`src/rtl/uart_rx_if.sv`:
```
// Host-side signal bundle of the UART receiver: serial line, frame format,
// acknowledge, received byte and status flags.
interface uart_rx_if;
    logic       DATA_IN_Rx;
    logic       UART_BITS;
    logic       UART_PARITY;
    logic       UART_READ;
    logic [7:0] DATA_OUT_Rx;
    logic       IRQ_Rx;
    logic       PARITY_ERR;
    logic       FRAME_ERR;
    logic       OVERRUN_ERR;

    // Host / line driver side
    modport master (
        output DATA_IN_Rx, UART_BITS, UART_PARITY, UART_READ,
        input  DATA_OUT_Rx, IRQ_Rx, PARITY_ERR, FRAME_ERR, OVERRUN_ERR
    );

    // Receiver side
    modport slave (
        input  DATA_IN_Rx, UART_BITS, UART_PARITY, UART_READ,
        output DATA_OUT_Rx, IRQ_Rx, PARITY_ERR, FRAME_ERR, OVERRUN_ERR
    );
endinterface

```
`src/rtl/uart_rx.sv`:
```
// UART receiver: synchronises the serial line, detects and validates the
// start bit, samples 7/8 data bits (plus optional parity and one stop bit)
// in the middle of each bit period and publishes the byte with a sticky
// completion flag and parity / framing / overrun status.
module uart_rx #(
    parameter int CLKS_PER_BIT = 1,
    parameter int SYNC_STAGES  = 2,
    parameter int PARITY_ODD   = 0
) (
    input  logic     clk,
    input  logic     RST,
    uart_rx_if.slave bus_if
);

    // Bit-period counter wide enough for CLKS_PER_BIT-1 (at least one bit).
    localparam int CW   = (CLKS_PER_BIT > 1) ? $clog2(CLKS_PER_BIT) : 1;
    // Offset of the sampling point inside a bit period.
    localparam int HALF = (CLKS_PER_BIT - 1) / 2;

    localparam logic [CW-1:0] CNT_LAST = CW'(CLKS_PER_BIT - 1);
    localparam logic [CW-1:0] CNT_HALF = CW'(HALF);
    localparam logic          ODD_PAR  = (PARITY_ODD != 0);

    typedef enum logic [2:0] {
        S_IDLE,
        S_START,
        S_DATA,
        S_PARITY,
        S_STOP,
        S_BREAK
    } state_t;

    // Line synchroniser; the newest sample enters at bit 0, s is the top bit.
    logic [SYNC_STAGES-1:0] sync_q;
    logic                   s;

    state_t          state_q, state_d;
    logic [CW-1:0]   cnt_q, cnt_d;
    logic [2:0]      bit_q, bit_d;
    logic [7:0]      shreg_q, shreg_d;
    logic            bits8_q, bits8_d;
    logic            par_en_q, par_en_d;
    logic            perr_int_q, perr_int_d;

    logic [7:0]      dout_q, dout_d;
    logic            irq_q, irq_d;
    logic            perr_q, perr_d;
    logic            ferr_q, ferr_d;
    logic            ovr_q, ovr_d;

    logic            bit_tick;
    logic [2:0]      last_bit;

    assign s        = sync_q[SYNC_STAGES-1];
    assign bit_tick = (cnt_q == CNT_LAST);
    assign last_bit = bits8_q ? 3'd7 : 3'd6;

    // Shift the raw line through the synchroniser; idle level after reset.
    always_ff @(posedge clk or negedge RST) begin
        if (!RST) begin
            sync_q <= '1;
        end else begin
            sync_q <= {sync_q[SYNC_STAGES-2:0], bus_if.DATA_IN_Rx};
        end
    end

    // State and datapath registers; a reset mid-frame simply abandons it.
    always_ff @(posedge clk or negedge RST) begin
        if (!RST) begin
            state_q    <= S_IDLE;
            cnt_q      <= '0;
            bit_q      <= '0;
            shreg_q    <= '0;
            bits8_q    <= 1'b0;
            par_en_q   <= 1'b0;
            perr_int_q <= 1'b0;
            dout_q     <= '0;
            irq_q      <= 1'b0;
            perr_q     <= 1'b0;
            ferr_q     <= 1'b0;
            ovr_q      <= 1'b0;
        end else begin
            state_q    <= state_d;
            cnt_q      <= cnt_d;
            bit_q      <= bit_d;
            shreg_q    <= shreg_d;
            bits8_q    <= bits8_d;
            par_en_q   <= par_en_d;
            perr_int_q <= perr_int_d;
            dout_q     <= dout_d;
            irq_q      <= irq_d;
            perr_q     <= perr_d;
            ferr_q     <= ferr_d;
            ovr_q      <= ovr_d;
        end
    end

    // Next-state, bit sampling and host-visible status updates.
    always_comb begin
        state_d    = state_q;
        cnt_d      = cnt_q;
        bit_d      = bit_q;
        shreg_d    = shreg_q;
        bits8_d    = bits8_q;
        par_en_d   = par_en_q;
        perr_int_d = perr_int_q;
        dout_d     = dout_q;
        irq_d      = irq_q;
        perr_d     = perr_q;
        ferr_d     = ferr_q;
        ovr_d      = ovr_q;

        // Acknowledge consumes the pending byte; completion below overrides.
        if (bus_if.UART_READ) begin
            irq_d = 1'b0;
            ovr_d = 1'b0;
        end

        case (state_q)
            S_IDLE: begin
                if (!s) begin
                    // Frame format is frozen here for the whole frame.
                    bit_d      = '0;
                    shreg_d    = '0;
                    perr_int_d = 1'b0;
                    bits8_d    = bus_if.UART_BITS;
                    par_en_d   = bus_if.UART_PARITY;
                    if (HALF == 0) begin
                        // Mid-start check coincides with detection itself.
                        state_d = S_DATA;
                        cnt_d   = '0;
                    end else begin
                        state_d = S_START;
                        cnt_d   = CW'(1);
                    end
                end
            end

            S_START: begin
                if (cnt_q == CNT_HALF) begin
                    cnt_d = '0;
                    if (s) begin
                        state_d = S_IDLE;   // glitch shorter than half a bit
                    end else begin
                        state_d = S_DATA;
                    end
                end else begin
                    cnt_d = cnt_q + CW'(1);
                end
            end

            S_DATA: begin
                if (bit_tick) begin
                    cnt_d          = '0;
                    shreg_d[bit_q] = s;
                    if (bit_q == last_bit) begin
                        state_d = par_en_q ? S_PARITY : S_STOP;
                    end else begin
                        bit_d = bit_q + 3'd1;
                    end
                end else begin
                    cnt_d = cnt_q + CW'(1);
                end
            end

            S_PARITY: begin
                if (bit_tick) begin
                    cnt_d      = '0;
                    // Unused bit 7 is zero in 7-bit mode, so it drops out.
                    perr_int_d = s ^ (^shreg_q) ^ ODD_PAR;
                    state_d    = S_STOP;
                end else begin
                    cnt_d = cnt_q + CW'(1);
                end
            end

            S_STOP: begin
                if (bit_tick) begin
                    cnt_d  = '0;
                    dout_d = bits8_q ? shreg_q : {1'b0, shreg_q[6:0]};
                    perr_d = par_en_q & perr_int_q;
                    ferr_d = ~s;
                    irq_d  = 1'b1;
                    // A simultaneous read took the old byte: no overrun.
                    ovr_d  = irq_q & ~bus_if.UART_READ;
                    state_d = s ? S_IDLE : S_BREAK;
                end else begin
                    cnt_d = cnt_q + CW'(1);
                end
            end

            S_BREAK: begin
                // Held-low line: wait for it to return high before rearming.
                if (s) begin
                    state_d = S_IDLE;
                end
            end

            default: begin
                state_d = S_IDLE;
            end
        endcase
    end

    assign bus_if.DATA_OUT_Rx = dout_q;
    assign bus_if.IRQ_Rx      = irq_q;
    assign bus_if.PARITY_ERR  = perr_q;
    assign bus_if.FRAME_ERR   = ferr_q;
    assign bus_if.OVERRUN_ERR = ovr_q;

endmodule

```
`src/flat_wrapper.sv`:
```
// flat-port wrapper written by rule: the top's interface ports become plain ports
module uart_rx_flat 
#(
    parameter int CLKS_PER_BIT = 1,
    parameter int SYNC_STAGES  = 2,
    parameter int PARITY_ODD   = 0
)
  (clk, RST, bus_if_DATA_IN_Rx, bus_if_UART_BITS, bus_if_UART_PARITY, bus_if_UART_READ, bus_if_DATA_OUT_Rx, bus_if_IRQ_Rx, bus_if_PARITY_ERR, bus_if_FRAME_ERR, bus_if_OVERRUN_ERR);
  uart_rx_if bus_if_i ();
  input  logic clk;
  input  logic RST;
  input wire logic [$bits(bus_if_i.DATA_IN_Rx)-1:0] bus_if_DATA_IN_Rx;
  input wire logic [$bits(bus_if_i.UART_BITS)-1:0] bus_if_UART_BITS;
  input wire logic [$bits(bus_if_i.UART_PARITY)-1:0] bus_if_UART_PARITY;
  input wire logic [$bits(bus_if_i.UART_READ)-1:0] bus_if_UART_READ;
  output wire logic [$bits(bus_if_i.DATA_OUT_Rx)-1:0] bus_if_DATA_OUT_Rx;
  output wire logic [$bits(bus_if_i.IRQ_Rx)-1:0] bus_if_IRQ_Rx;
  output wire logic [$bits(bus_if_i.PARITY_ERR)-1:0] bus_if_PARITY_ERR;
  output wire logic [$bits(bus_if_i.FRAME_ERR)-1:0] bus_if_FRAME_ERR;
  output wire logic [$bits(bus_if_i.OVERRUN_ERR)-1:0] bus_if_OVERRUN_ERR;
  assign bus_if_i.DATA_IN_Rx = bus_if_DATA_IN_Rx;
  assign bus_if_i.UART_BITS = bus_if_UART_BITS;
  assign bus_if_i.UART_PARITY = bus_if_UART_PARITY;
  assign bus_if_i.UART_READ = bus_if_UART_READ;
  assign bus_if_DATA_OUT_Rx = bus_if_i.DATA_OUT_Rx;
  assign bus_if_IRQ_Rx = bus_if_i.IRQ_Rx;
  assign bus_if_PARITY_ERR = bus_if_i.PARITY_ERR;
  assign bus_if_FRAME_ERR = bus_if_i.FRAME_ERR;
  assign bus_if_OVERRUN_ERR = bus_if_i.OVERRUN_ERR;
  uart_rx #(.CLKS_PER_BIT(CLKS_PER_BIT), .SYNC_STAGES(SYNC_STAGES), .PARITY_ODD(PARITY_ODD)) u_core (.clk(clk), .RST(RST), .bus_if(bus_if_i));
endmodule
```
`config.mk`:
```
export PLATFORM = sky130hd
export DESIGN_NAME = uart_rx_flat
export DESIGN_NICKNAME = d
export VERILOG_FILES = /design/src/rtl/uart_rx_if.sv /design/src/rtl/uart_rx.sv /design/src/flat_wrapper.sv
export SDC_FILE = /design/constraint.sdc
export NUM_CORES = 1
export LEC_CHECK = 0
export BUFFER_PORTS_ARGS = -buffer_cell sky130_fd_sc_hd__buf_2
export CAP_MARGIN = 5
export CORE_UTILIZATION = 60
export DETAILED_ROUTE_END_ITERATION = 10
export GPL_TIMING_DRIVEN = 0
export PLACE_DENSITY = 0.9
export SYNTH_ARGS = -nofsm -noshare
export SYNTH_HDL_FRONTEND = slang
export SYNTH_SLANG_ARGS = --single-unit
```
`constraint.sdc`:
```
create_clock -name clk -period 2.07 [get_ports clk]
set_clock_uncertainty 0.15 [all_clocks]
set_input_delay 0 -clock clk [delete_from_list [all_inputs] [get_ports clk]]
set_output_delay 0 -clock clk [all_outputs]
set_load 0.05 [all_outputs]
```
## Word-level counts from Yosys, hierarchy flattened

Index checks and enable logic that the tools add are counted.

| cells by class | value |
|---|---|
| mux-type cells | 34 |
| reduce and logical (&&, ||, !) cells | 14 |
| $add $sub $neg | 2 |
| order comparisons | 2 |
| bitwise operators | 6 |
| equal/unequal tests | 14 |

Operator list:

| cell | count |
|---|---|
| two-way mux 3 bit | 12 |
| two-way mux 8 bit | 3 |
| one-hot mux 3 bit (6 select lines) | 1 |
| one-hot mux 8 bit (2 select lines) | 1 |
| != test 2 bit, second input constant | 6 |
| two-way mux 1 bit | 11 |
| bitwise mux 8 bit | 1 |
| parity 8 bit | 1 |
| AND reduction 7 bit | 1 |
| equality test 3 x 2 -> 1 bit, second input constant | 2 |
| equality test 3 bit, second input constant | 2 |
| one-hot mux 3 bit (2 select lines) | 1 |
| AND reduction 2 bit | 3 |
| AND reduction 3 bit | 2 |
| nonzero test 2 bit | 3 |
| less-than comparator 3 x 4 -> 1 bit, second input constant | 1 |
| != test 2 x 1 -> 1 bit, second input constant | 2 |
| one-hot mux 1 bit (2 select lines) | 2 |
| AND reduction 4 bit | 1 |
| OR reduction 4 bit | 1 |
| adder 3 x 1 -> 3 bit, second input constant | 1 |
| demux 1 bit (select 3 bit) | 1 |
| equality test 3 x 1 -> 1 bit, second input constant | 1 |
| equality test 3 bit | 1 |
| 8 further kinds | 11 |

| storage, ports and cells | value |
|---|---|
| logic and storage cells | 85 |
| register bits after elaboration | 32 |
| output and inout bits | 12 |

## Longest topological paths before layout

| depth | value |
|---|---|
| depth in word-level cells | 7 |
| mapped depth | 5 |
| depth with buffers taken out | 4 |

## Worst setup path after synthesis

Ideal clock, no wire load.

| path | value |
|---|---|
| path type | register to register |
| from | reg u_core.state_q[2] |
| to | reg u_core.shreg_q[0] |
| buffers on the path | 1 |
| stages on the path, launching flop included | 6 |
| data arrival time | 1154 ps |
| slack | 644 ps |
| clock period less this slack | 1426 ps |
| cells stage by stage | dfrtp_1 -> buf_2 -> nor2_4 -> a21boi_2 -> o21ai_1 -> a22o_2 |

| between the ends | value |
|---|---|
| cells in the longest elaborated chain, start to end | 3 |

RTL lines:

| item | line | source |
|---|---|---|
| start: declaration | uart_rx.sv:37 | `state_t state_q, state_d;` |
| start signal: assignment | uart_rx.sv:83 | `state_q <= state_d;` |
| equality test 3 x 2 -> 1 bit or logical NOT 3 bit (tied branches) | uart_rx.sv:119 | `case (state_q)` |
| != test 2 bit (no line) or nonzero test 2 bit (tied branches) | -- |  |
| AND reduction 3 bit (no line) | -- |  |
| end signal: assignment | uart_rx.sv:86 | `shreg_q <= shreg_d;` |
| end: declaration | uart_rx.sv:40 | `logic [7:0] shreg_q, shreg_d;` |

Parallel ways exist; a longest one is shown, timed or not.
A chain may end at the register's enable or synchronous reset.

## Worst setup path after layout

| path | value |
|---|---|
| from | reg u_core.shreg_q[0] |
| to | reg u_core.perr_int_q |

| between the ends | value |
|---|---|
| cells in the longest elaborated chain, start to end | 4 |

RTL lines:

| item | line | source |
|---|---|---|
| parity 8 bit | uart_rx.sv:170 | `perr_int_d = s ^ (^shreg_q) ^ ODD_PAR;` |
| bitwise XOR 1 bit | uart_rx.sv:170 |  |
| two-way mux 1 bit | uart_rx.sv:167 | `if (bit_tick) begin` |
| one-hot mux 1 bit (2 select lines) | uart_rx.sv:119 |  |
| end signal: assignment | uart_rx.sv:89 | `perr_int_q <= perr_int_d;` |
| end: declaration | uart_rx.sv:43 | `logic perr_int_q, perr_int_d;` |

No other way between the ends. The select of a mux whose other input is x is not followed.

==> impl_metrics.xml <==
<?xml version="1.0" encoding="UTF-8"?>
<metrics>
  <group name="sta">
    <metric name="fin_tns_setup" unit="ns">0</metric>
    <metric name="fmaxAchievable" unit="GHz">0.6426</metric>
    <metric name="relSlewSlack" unit="%">55.52</metric>
    <metric name="fin_crit_sh" unit="%">75.18</metric>
    <metric name="maxSlewViolCount" unit="">0</metric>
    <metric name="rsz0062_at_grt" unit="">no</metric>
    <metric name="worst_pin_slew" unit="ns">0.6673</metric>
    <metric name="report.final.hold_viol_count" unit="">0</metric>
    <metric name="finalSetupViolations" unit="">0</metric>
    <metric name="time_the_final_worst_path_needs_with_i_o_delays_and_setup" unit="ns">1.556</metric>
    <metric name="hold-worst-slack" unit="ns">0.07394</metric>
  </group>
  <group name="pwr">
    <metric name="power.leakage" unit="nW">0.8537</metric>
    <metric name="vdd_drop_max" unit="mV">1.144</metric>
    <metric name="power_density" unit="nW/µm²">1615</metric>
  </group>
  <group name="clocking">
    <metric name="cts.sinks" unit="">31</metric>
    <metric name="ctsLongestPathBuffers" unit="">2</metric>
    <metric name="cts_tree" unit="">built</metric>
    <metric name="ctsHtreeMaxLevel" unit="">2</metric>
    <metric name="cts_inserted_buffers" unit="">5</metric>
    <metric name="clock-root-buffer" unit="">sky130_fd_sc_hd__clkbuf_4</metric>
    <metric name="clk_latency" unit="ns">0.33</metric>
    <metric name="clk_transition_reported_paths" unit="ns">0.09</metric>
    <metric name="cts_setup_buffers" unit="">0</metric>
  </group>
  <group name="grt">
    <metric name="grt_max_degree" unit="">32</metric>
    <metric name="grt_first_pass_wirelength" unit="µm">4981</metric>
    <metric name="gr-total-overflow" unit="">0</metric>
    <metric name="first_global_vias" unit="">1102</metric>
    <metric name="antenna_found_initial" unit="">0</metric>
    <metric name="grt_util_all_layers" unit="%">27.53</metric>
  </group>
  <group name="outcome">
    <metric name="run_status" unit="">complete, no violations</metric>
  </group>
  <group name="critical_path">
    <metric name="critPathArrivalTime" unit="ns">1.63</metric>
    <metric name="worst_path_largest_cell_delay" unit="ns">0.43</metric>
    <metric name="timing.rr.start" unit="">u_core.shreg_q[0]</metric>
    <metric name="worstPathCellList" unit="">xor2_1, xnor3_1, xnor2_1, o21ai_1</metric>
    <metric name="ff2ff_path_depth" unit="">4</metric>
    <metric name="setup.reg_to_reg.worst_slack" unit="ns">0.51</metric>
    <metric name="critPathKind" unit="">reg2reg</metric>
    <metric name="setup.worst_path.start" unit="">u_core.shreg_q[0]</metric>
    <metric name="endpoint_kind" unit="">flop</metric>
    <metric name="worst_setup_path_start_kind" unit="">flop</metric>
    <metric name="critical_path.endpoint" unit="">u_core.perr_int_q</metric>
    <metric name="required_time_at_the_worst_slack_endpoint" unit="ns">2.14</metric>
    <metric name="crit_path_top_delay_cell" unit="">sky130_fd_sc_hd__dfrtp_1</metric>
    <metric name="critical_path_fanout_max" unit="">3</metric>
    <metric name="r2r_end" unit="">u_core.perr_int_q</metric>
  </group>
  <group name="synth">
    <metric name="post_synth_num_cell_types" unit="">32</metric>
    <metric name="ys_ff_latch" unit="">31</metric>
    <metric name="post_synth_main_area_contributors" unit="">sky130_fd_sc_hd__dfrtp_1, sky130_fd_sc_hd__nand2_1, sky130_fd_sc_hd__o21ai_0</metric>
    <metric name="synth_enable_flop_cells" unit="">0</metric>
    <metric name="synth_flop_cell" unit="">sky130_fd_sc_hd__dfrtp_1</metric>
    <metric name="async_reset_ff_share" unit="%">100.0</metric>
    <metric name="syn_area" unit="µm²">1443</metric>
    <metric name="synth_top_area_share" unit="%">50.30</metric>
    <metric name="yosysTopAreaCell" unit="">sky130_fd_sc_hd__dfrtp_1</metric>
    <metric name="ys.warnings.count" unit="">0</metric>
    <metric name="synth_area_per_cell" unit="µm²">9.814</metric>
    <metric name="seq_area_frac_synth" unit="%">53.95</metric>
    <metric name="post_synth_inst_count" unit="">147</metric>
    <metric name="synth.net_count" unit="">154</metric>
  </group>
  <group name="place">
    <metric name="dp_hpwl" unit="µm">2169</metric>
    <metric name="port_buffers" unit="">17</metric>
    <metric name="final_weighted_congestion_of_routability_driven_global_placement" unit="">0.8416</metric>
  </group>
  <group name="floorplan">
    <metric name="fp.dieH" unit="µm">51.04</metric>
    <metric name="floorplan.rows" unit="">17</metric>
    <metric name="io_pins" unit="">18</metric>
    <metric name="die_w" unit="µm">51.04</metric>
    <metric name="core_region_area" unit="µm²">2233</metric>
    <metric name="die_ar" unit="µm²">2605</metric>
    <metric name="starting_density_of_the_core" unit="%">64.59</metric>
  </group>
  <group name="run">
    <metric name="drv.max_cap_violation_count" unit="">0</metric>
  </group>
  <group name="final_layout">
    <metric name="layout_common_cells" unit="">sky130_fd_sc_hd__nand2_1, sky130_fd_sc_hd__dfrtp_1, sky130_fd_sc_hd__buf_2</metric>
    <metric name="final_common_cell" unit="">sky130_fd_sc_hd__nand2_1</metric>
    <metric name="syn2layout_area_growth" unit="%">16.57</metric>
    <metric name="antennaDiodeCount" unit="">0</metric>
    <metric name="nNetsFinal" unit="">183</metric>
    <metric name="layout-drive-gt1-share" unit="%">21.47</metric>
  </group>
  <group name="drt">
    <metric name="post_drt_via_cell_ratio" unit="">5.527</metric>
    <metric name="initialDrtViolationCount" unit="">29</metric>
    <metric name="antenna_left" unit="">0</metric>
    <metric name="routedWlPerCell" unit="µm">14.31</metric>
    <metric name="route.vias.total" unit="">1133</metric>
    <metric name="postRouteWirelength" unit="µm">2933</metric>
    <metric name="remaining_drc_errors" unit="">0</metric>
    <metric name="firstDrtPassIters" unit="">5</metric>
  </group>
  <group name="worst_hold_path">
    <metric name="min_path_type" unit="">in2async</metric>
  </group>
</metrics>
## power by group
| part | switching, mW | internal (mW) |
|---|---|---|
| clock | 0.198 | 0.200 |
| combinational | 0.823 | 0.517 |
| sequential | 0.171 | 0.807 |
| total | 1.19 | 1.52 |
## Yosys cell counts (2+ instances only)
cell,n
sky130_fd_sc_hd__nand2_1,35
sky130_fd_sc_hd__dfrtp_1,29
sky130_fd_sc_hd__o21ai_0,16
sky130_fd_sc_hd__a21oi_1,7
sky130_fd_sc_hd__nand3_1,7
sky130_fd_sc_hd__buf_2,5
sky130_fd_sc_hd__inv_1,5
sky130_fd_sc_hd__xnor2_1,5
sky130_fd_sc_hd__nor2_1,4
sky130_fd_sc_hd__a22o_1,3
sky130_fd_sc_hd__o31ai_1,3
sky130_fd_sc_hd__xor2_1,3
sky130_fd_sc_hd__dfstp_2,2
sky130_fd_sc_hd__mux2_2,2
sky130_fd_sc_hd__nand2b_1,2
sky130_fd_sc_hd__nor2b_1,2
sky130_fd_sc_hd__o21ai_1,2
## worst max-delay path, delay by kind of cell, from the launching register on
kind,cells,cell delay (ns)
AOI/OAI and AO/OA,1,0.08
xor gates and xnor gates,3,0.79
DFF,1,0.43
## routing by layer
| metal | wire, µm | track usage [%] | vias to the layer above |
|---|---|---|---|
| met1 | 1242 | 33.93 | 522 |
| met4 | 72 | 13.89 | 0 |
| met5 | 0 | 0 | - |
| li1 | - | - | 558 |
| met2 | 1453 | 43.86 | 44 |
| met3 | 164 | 8.036 | 9 |
## area by class of cell
| type | instances | area [µm²] |
|---|---|---|
| clock buffers | 8 | 68.82 |
| inverters | 5 | 18.77 |
| plain buffers | 6 | 28.78 |
| fillers | 158 | 551.8 |
| multi-input cells | 105 | 616.8 |
| repair buffers | 22 | 135.1 |
| well taps | 28 | 35.03 |
| flip-flops and latches | 31 | 778.2 |
## sequential cells by signal, summed over array words and instances (netlist names)
register / count
u_core.bus_if.OVERRUN_ERR: 1
u_core.bus_if.PARITY_ERR: 1
u_core.perr_int_q: 1
u_core.bits8_q: 1
u_core.sync_q: 2
u_core.bus_if.FRAME_ERR: 1
u_core.par_en_q: 1
u_core.state_q: 3
u_core.shreg_q: 8
u_core.bus_if.DATA_OUT_Rx: 8
u_core.bit_q: 3
u_core.bus_if.IRQ_Rx: 1
## worst min path at each step
stage          cells after the start  slack [ns]                           end
2_1_floorplan                      0       -0.45               u_core.bit_q[0]
3_3_place_gp                       1        -0.1          u_core.bus_if.IRQ_Rx
3_5_place_dp                       1       -0.09          u_core.bus_if.IRQ_Rx
4_1_cts                            2        0.08  u_core.bus_if.DATA_OUT_Rx[7]
5_1_grt                            2        0.14  u_core.bus_if.DATA_OUT_Rx[7]
6_report                           2        0.07  u_core.bus_if.DATA_OUT_Rx[7]
## metrics by stage
step | instances | utilization [%] | worst slack [ns] | power [mW] | instance area [µm²]
floorplan | 147 | - | 0.6444 | 2.005 | 1443
global placement | 192 | 69.97 | 0.5581 | 2.231 | 1563
detailed placement | 192 | 69.97 | 0.5217 | 2.315 | 1563
CTS | 205 | 75.29 | 0.5044 | 2.721 | 1682
global route | 205 | 75.29 | 0.3730 | 2.911 | 1682
finish | 205 | 75.29 | 0.5138 | 2.715 | 1682
## logic make-up (layout without fill, tap and decap cells)
logic type | Yosys count | in the layout | synth area share, %
simple gates | 58 | 58 | 19.25
fa+ha+maj | 1 | 1 | 0.8672
buf+inv | 11 | 41 | 3.295
xor+xnor | 9 | 9 | 6.418
mux | 2 | 2 | 1.561
flops | 31 | 31 | 53.95
compound gates | 35 | 35 | 14.66
## what timing repair did
action	in CTS	in global routing
gates resized for setup	0	0
endpoints found under the hold margin	36	0
hold buffers	5	0
No activity file was read; power rests on OpenSTA's default activity.
